### src/rtl/dmem_bridge_pkg.sv
// Shared types and constants for the data-memory bridge and its write buffer.
package dmem_bridge_pkg;

  // Bridge control states.
  typedef enum logic [2:0] {
    S_IDLE     = 3'd0,
    S_ACK      = 3'd1,
    S_RD_DRAIN = 3'd2,
    S_RD_REQ   = 3'd3,
    S_RD_WAIT  = 3'd4
  } dmem_state_t;

  // Byte enables used for every bus read.
  localparam logic [3:0] BE_ALL = 4'b1111;

  // One posted store: word address, byte lanes, lane-aligned data.
  typedef struct packed {
    logic [29:0] addr;
    logic [3:0]  be;
    logic [31:0] data;
  } wbuf_entry_t;

  localparam int unsigned WBUF_W = $bits(wbuf_entry_t);

endpackage

### src/rtl/dmem_wbuf.sv
// Posted-store FIFO: wrap-bit pointers, head-of-queue read, push/pop same cycle.
module dmem_wbuf
  import dmem_bridge_pkg::*;
#(
  parameter int unsigned WBUF_DEPTH = 4,
  parameter int unsigned WBUF_AW    = 2
) (
  input  logic              clock,
  input  logic              reset,
  input  logic              i_push,
  input  logic [WBUF_W-1:0] i_push_data,
  input  logic              i_pop,
  output logic [WBUF_W-1:0] o_head,
  output logic              o_full,
  output logic              o_empty
);

  localparam logic [WBUF_AW:0] PTR_ONE = {{WBUF_AW{1'b0}}, 1'b1};

  logic [WBUF_AW:0]  r_wr_ptr;
  logic [WBUF_AW:0]  r_rd_ptr;
  logic [WBUF_W-1:0] r_mem [WBUF_DEPTH];
  logic              w_push_ok;
  logic              w_pop_ok;

  assign o_empty = (r_wr_ptr == r_rd_ptr);
  assign o_full  = (r_wr_ptr[WBUF_AW] != r_rd_ptr[WBUF_AW]) &&
                   (r_wr_ptr[WBUF_AW-1:0] == r_rd_ptr[WBUF_AW-1:0]);

  // Push acceptance looks at the pre-pop full flag, so a full FIFO stalls
  // one cycle even when a pop happens at the same edge.
  assign w_push_ok = i_push && !o_full;
  assign w_pop_ok  = i_pop && !o_empty;

  assign o_head = r_mem[r_rd_ptr[WBUF_AW-1:0]];

  // Pointer update; reset discards all buffered entries.
  always_ff @(posedge clock or posedge reset) begin
    if (reset) begin
      r_wr_ptr <= '0;
      r_rd_ptr <= '0;
    end else begin
      if (w_push_ok) r_wr_ptr <= r_wr_ptr + PTR_ONE;
      if (w_pop_ok)  r_rd_ptr <= r_rd_ptr + PTR_ONE;
    end
  end

  // Entry storage, written at the tail.
  always_ff @(posedge clock) begin
    if (w_push_ok) r_mem[r_wr_ptr[WBUF_AW-1:0]] <= i_push_data;
  end

endmodule

### src/rtl/dmem_bridge.sv
// MEM-stage data memory bridge: posts stores through a write buffer, drains
// the buffer before each load, and turns completions into a one-cycle Ready.
module dmem_bridge
  import dmem_bridge_pkg::*;
#(
  parameter int unsigned WBUF_DEPTH = 4,
  parameter int unsigned WBUF_AW    = 2
) (
  input  logic        clock,
  input  logic        reset,
  input  logic        ReadEnable,
  input  logic [3:0]  WriteEnable,
  input  logic [31:0] Address,
  input  logic [31:0] MWriteData,
  output logic        DataMem_Ready,
  output logic [31:0] MReadData,
  output logic        bus_req,
  output logic        bus_we,
  output logic [3:0]  bus_be,
  output logic [29:0] bus_addr,
  output logic [31:0] bus_wdata,
  input  logic        bus_gnt,
  input  logic        bus_rvalid,
  input  logic [31:0] bus_rdata,
  output logic        wbuf_empty
);

  dmem_state_t r_state;
  dmem_state_t w_next_state;

  logic        w_push;
  logic        w_pop;
  logic        w_full;
  logic        w_empty;
  logic        w_wr_pending;
  logic        w_start_wr;
  logic        w_ready;
  wbuf_entry_t w_push_entry;
  wbuf_entry_t w_head;

  logic [29:0] r_rd_addr;
  logic [31:0] r_rdata;
  logic        r_bus_req;
  logic        r_bus_we;
  logic [3:0]  r_bus_be;
  logic [29:0] r_bus_addr;
  logic [31:0] r_bus_wdata;

  logic        w_unused_addr_lo;
  assign w_unused_addr_lo = ^Address[1:0];

  assign w_push_entry = '{addr: Address[31:2], be: WriteEnable, data: MWriteData};

  // A write is on the bus until granted; only then does it leave the buffer.
  assign w_wr_pending = r_bus_req && r_bus_we;
  assign w_pop        = w_wr_pending && bus_gnt;

  dmem_wbuf #(
    .WBUF_DEPTH (WBUF_DEPTH),
    .WBUF_AW    (WBUF_AW)
  ) u_wbuf (
    .clock       (clock),
    .reset       (reset),
    .i_push      (w_push),
    .i_push_data (w_push_entry),
    .i_pop       (w_pop),
    .o_head      (w_head),
    .o_full      (w_full),
    .o_empty     (w_empty)
  );

  // State register.
  always_ff @(posedge clock or posedge reset) begin
    if (reset) r_state <= S_IDLE;
    else       r_state <= w_next_state;
  end

  // Next-state, buffer push and completion pulse.
  always_comb begin
    w_next_state = r_state;
    w_push       = 1'b0;
    w_ready      = 1'b0;
    case (r_state)
      S_IDLE: begin
        if (WriteEnable != '0) begin
          if (!w_full) begin
            w_push       = 1'b1;
            w_next_state = S_ACK;
          end
        end else if (ReadEnable) begin
          w_next_state = S_RD_DRAIN;
        end
      end
      S_ACK: begin
        w_ready      = 1'b1;
        w_next_state = S_IDLE;
      end
      S_RD_DRAIN: begin
        if (w_empty && !w_wr_pending) w_next_state = S_RD_REQ;
      end
      S_RD_REQ: begin
        if (bus_gnt) w_next_state = S_RD_WAIT;
      end
      S_RD_WAIT: begin
        if (bus_rvalid) w_next_state = S_ACK;
      end
      default: w_next_state = S_IDLE;
    endcase
  end

  // The head only advances after the pop edge, so a new write is launched
  // only from an idle bus; back-to-back writes have one idle cycle between.
  assign w_start_wr = !r_bus_req && !w_empty &&
                      (w_next_state != S_RD_REQ) && (w_next_state != S_RD_WAIT);

  // Registered bus outputs, held stable while a request waits for grant.
  always_ff @(posedge clock or posedge reset) begin
    if (reset) begin
      r_bus_req   <= 1'b0;
      r_bus_we    <= 1'b0;
      r_bus_be    <= '0;
      r_bus_addr  <= '0;
      r_bus_wdata <= '0;
    end else if (r_bus_req && !bus_gnt) begin
      r_bus_req   <= r_bus_req;
    end else if (w_next_state == S_RD_REQ) begin
      r_bus_req   <= 1'b1;
      r_bus_we    <= 1'b0;
      r_bus_be    <= BE_ALL;
      r_bus_addr  <= r_rd_addr;
    end else if (w_start_wr) begin
      r_bus_req   <= 1'b1;
      r_bus_we    <= 1'b1;
      r_bus_be    <= w_head.be;
      r_bus_addr  <= w_head.addr;
      r_bus_wdata <= w_head.data;
    end else begin
      r_bus_req   <= 1'b0;
      r_bus_we    <= 1'b0;
    end
  end

  // Load address capture when a read (and no write) is accepted.
  always_ff @(posedge clock or posedge reset) begin
    if (reset) begin
      r_rd_addr <= '0;
    end else if (r_state == S_IDLE && WriteEnable == '0 && ReadEnable) begin
      r_rd_addr <= Address[31:2];
    end
  end

  // Load data register, held until the next load returns.
  always_ff @(posedge clock or posedge reset) begin
    if (reset) begin
      r_rdata <= '0;
    end else if (r_state == S_RD_WAIT && bus_rvalid) begin
      r_rdata <= bus_rdata;
    end
  end

  assign DataMem_Ready = w_ready;
  assign MReadData     = r_rdata;
  assign bus_req       = r_bus_req;
  assign bus_we        = r_bus_we;
  assign bus_be        = r_bus_be;
  assign bus_addr      = r_bus_addr;
  assign bus_wdata     = r_bus_wdata;
  assign wbuf_empty    = w_empty && !w_wr_pending;

endmodule

### config.mk
export PLATFORM = sky130hd
export DESIGN_NAME = dmem_bridge
export DESIGN_NICKNAME = d
export VERILOG_FILES = /design/src/rtl/dmem_bridge_pkg.sv /design/src/rtl/dmem_wbuf.sv /design/src/rtl/dmem_bridge.sv
export SDC_FILE = /design/constraint.sdc
export NUM_CORES = 1
export LEC_CHECK = 0
export ABC_AREA = 1
export BUFFER_PORTS_ARGS = -buffer_cell sky130_fd_sc_hd__buf_2
export CAP_MARGIN = 10
export CORE_ASPECT_RATIO = 1.25
export CORE_MARGIN = 3
export CORE_UTILIZATION = 57
export DETAILED_ROUTE_END_ITERATION = 10
export GPL_ROUTABILITY_DRIVEN = 0
export PLACE_DENSITY = 0.85
export SLEW_MARGIN = 10
export SYNTH_ARGS = -nofsm -noshare
export SYNTH_HDL_FRONTEND = slang
export SYNTH_HIERARCHICAL = 1
export SYNTH_SLANG_ARGS = --single-unit
export TNS_END_PERCENT = 50
### constraint.sdc
create_clock -name clock -period 5.85 [get_ports clock]
set_input_delay 1.17 -clock clock [delete_from_list [all_inputs] [get_ports clock]]
set_output_delay 1.17 -clock clock [all_outputs]
set_load 0.005 [all_outputs]
==> flow_metrics.py <==
metrics = {
    "finish": {
        "final_nets": 1552,
        "layout-drive-gt1-share_pct": 24.5,
        "final_area_sq_mm": 0.0183,
        "area_growth_syn_to_layout_pct": 15.6,
    },
    "timing": {
        "rsz0062_at_grt": "false",
        "min_period_ns": 3.67,
        "setup_viol": 0,
        "maxSlewViolCount": 0,
        "skew_ns": 0.0131,
        "period_share_pct": 62.8,
        "maxSlewHeadroom_pct": 24.5,
        "hold_viol": 0,
        "max_clock_freq_mhz": 272,
        "setup_tns_ns": 0,
        "worst_slew_pin_slew_ns": 1.13,
    },
    "clocking": {
        "cts-resized-gates": 0,
        "cts_sinks": 403,
        "clockRootBuffer": "clkbuf_16",
        "clk_transition_reported_paths_ns": 0.06,
        "clk_latency_ns": 0.52,
        "cts_tree": "done",
        "cts_max_level": 2,
        "cts_buffer_depth": 3,
        "cts_setup_buffers": 0,
        "cts_hold_buffers": 0,
        "cts_made_buffers": 38,
    },
    "global_route": {
        "grt_pass1_vias": 11100,
        "grt_first_pass_wirelength_um": 57200,
        "overflow": 0,
        "grt_max_degree": 134,
        "grt_use_total_pct": 24.3,
        "antenna_found_initial": 6,
    },
    "power": {
        "p_leak_nw": 7.72,
        "peakVddDrop_uv": 314,
        "p_per_area_mw_per_mm2": 559,
    },
    "setup_path": {
        "worst-setup-path-type": "input pin to flop",
        "crit_buf_inv": 1,
        "crit_fanout": 65,
        "cp.arrival_ns": 4.12,
        "slowest_stage": "a21oi_4",
        "crit_path_start_kind": "input pin",
        "crit_family": "simple AND/OR/NAND/NOR gates",
        "critical-path-max-stage-delay_ns": 1.03,
        "cp-end-kind": "flop",
        "worst_ep_required_time_ns": 6.29,
        "crit_path_frequent_cell": "nand2_1",
        "path_cells": "buf_2 -> nand3_2 -> nand2_1 -> nor2_1 -> nand2_2 -> nand2_4 -> a21oi_4 -> nand2_1 -> nand2_1",
    },
    "drt": {
        "first_pass_iters": 5,
        "num_vias": 10500,
        "ant_nets": 0,
        "drc": 0,
        "viasPerCell": 5.74,
        "drt_iter0_markers": 815,
        "wl_per_cell_um": 19.9,
        "drt_wl_total_um": 36300,
    },
    "synthesis": {
        "yosys.area_share.simple_pct": 12.3,
        "synth_edf_count": 264,
        "synth_area_leader_cell": "edfxtp_1",
        "synthTopCellsByArea": "edfxtp_1 (50%), dfrtp_1 (22%), nand2_1 (6.0%)",
        "synth_fp_nets": 1373,
        "synth_top_family_by_area": "simple AND/OR/NAND/NOR gates",
        "synth-adder-area-share_pct": 0.395,
        "ys.warnings.count": 6,
        "ys_seq_elements": 403,
        "syn_area_sq_mm": 0.0158,
        "synth.avg_cell_area_sq_um": 12.5,
        "synth_mux_area_share_pct": 4.41,
        "synth_top_area_share_pct": 50.0,
        "syn_inst": 1263,
        "synth_ff_type": "edfxtp_1",
        "yosysUniqueCellTypes": 31,
        "synth_compound_area_share_pct": 7.08,
        "synthMostInstantiatedCell": "edfxtp_1",
        "netlist_top_cells_count": "edfxtp_1 (264), nand2_1 (253), nor2_1 (149), dfrtp_1 (139), o21ai_0 (116)",
        "synth_xor_area_share_pct": 0.229,
        "synthArstFlopShare_pct": 34.5,
        "yosysSeqAreaShare_pct": 72.0,
    },
    "floorplanning": {
        "io_pins": 207,
        "start_util_pct": 58.5,
        "core_area_sq_mm": 0.0271,
        "rows": 67,
        "die_height_um": 192,
        "dieWidth_um": 155,
        "dieArea_sq_mm": 0.0298,
    },
    "place": {
        "numPortBuffers": 204,
        "place_hpwl_um": 20100,
        "dpl_cell_area_sq_mm": 0.0170,
    },
    "run": {
        "max_cap_viol_count": 0,
    },
    "min_path": {
        "hold_class": "flop to flop",
    },
    "status": {
        "status": "completed",
    },
}
[routing by layer]
metal	vias to the layer above	wire, um	track usage [%]
li1	4796	-	-
met1	5182	13800	28.7
met2	425	19000	43.8
met3	70	2610	5.32
met4	4	895	8.43
met5	-	23	0
[final cells by class]
type / instances / area, sq um
clock buffer: 52 / 1100
sequential: 403 / 11400
tap: 345 / 432
fill: 1895 / 8760
inverter: 27 / 113
antenna: 7 / 17.5
timing repair buffer: 214 / 1130
multi-input combinational: 758 / 3930
clock inverter: 18 / 185
[power breakdown]
part,total (mW),switching [mW],leakage (nW),internal (mW)
Sequential,4.50,0.432,4.17,4.07
Combinational,3.26,2.18,2.93,1.07
Clock,2.48,1.02,0.625,1.46
Total,10.2,3.64,7.72,6.60
[metrics by stage]
step / utilization (%) / hold slack, ns / setup slack [ns] / cells / power, mW
2_1_floorplan: - / 0.465 / 0.982 / 1263 / 6.71
3_3_place_gp: 62.8 / 0.448 / 1.77 / 1747 / 7.59
3_5_place_dp: 62.8 / 0.453 / 1.65 / 1747 / 7.79
4_1_cts: 67.6 / 0.469 / 2.14 / 1817 / 10.3
5_1_grt: 67.6 / 0.488 / 1.88 / 1821 / 10.9
6_report: 67.6 / 0.464 / 2.18 / 1824 / 10.2
[cells in the final DEF, fill, tap and decap left out, types with 2 or more instances in the layout]
master and n:
a21oi_1 5, buf_12 3, buf_2 204, buf_4 7, bufinv_16 3, clkbuf_1 8
clkbuf_16 41, clkbuf_8 3, clkinv_1 3, clkinv_2 6, clkinv_4 2, clkinvlp_4 2
dfrtp_1 137, diode_2 7, edfxtp_1 264, ha_1 5, inv_1 21, inv_2 3
inv_6 5, mux2_2 62, nand2_1 251, nand2_2 4, nand2_4 2, nand3_1 69
nand3_2 2, nand3b_1 2, nor2_1 145, nor2_4 4, nor3_1 2, o21ai_0 116
o21ai_1 17, o22ai_1 66
[cell families after synthesis]
family          after synthesis
compound gates              206
xor+xnor                      2
fa+ha+maj                     5
buf+inv                     102
flops                       403
mux                          62
simple gates                483
[registers in the layout, indices dropped and copies added, names as in the netlist]
| signal | count |
|---|---|
| bus_we | 1 |
| bus_be | 4 |
| bus_addr | 30 |
| u_wbuf/r_rd_ptr | 3 |
| u_wbuf/r_mem | 264 |
| bus_req | 1 |
| r_rd_addr | 30 |
| bus_wdata | 32 |
| u_wbuf/r_wr_ptr | 3 |
| MReadData | 32 |
| r_state | 3 |
[path summary, 6_finish.rpt]
| path | from | end | slack [ns] | depth (start not counted) |
|---|---|---|---|---|
| worst min-delay path | bus_wdata[30] | bus_wdata[30] | 0.46 | 2 |
| worst max-delay path | bus_rvalid | bus_addr[28] | 2.18 | 9 |
| worst min register to register | bus_wdata[30] | bus_wdata[30] | 0.46 | 2 |
| worst max register to register | u_wbuf/r_rd_ptr[0] | bus_addr[28] | 2.24 | 11 |
| min in group asynchronous | reset | u_wbuf/r_rd_ptr[2] | 0.65 | 2 |
| max in group asynchronous | reset | bus_wdata[22] | 3.87 | 3 |
[worst register-to-register path, cell delays in order (launching register included)]
cell     delay [ns]
dfrtp_4        0.93
xnor2_4        0.22
nand3_2        0.16
inv_1          0.10
nand2_1        0.08
nor2_1         0.10
nor2_1         0.06
nand2_2        0.08
nand2_4        0.49
a21oi_4        1.04
nand2_1        0.15
nand2_1        0.12
Power figures use the tool's default switching activity.
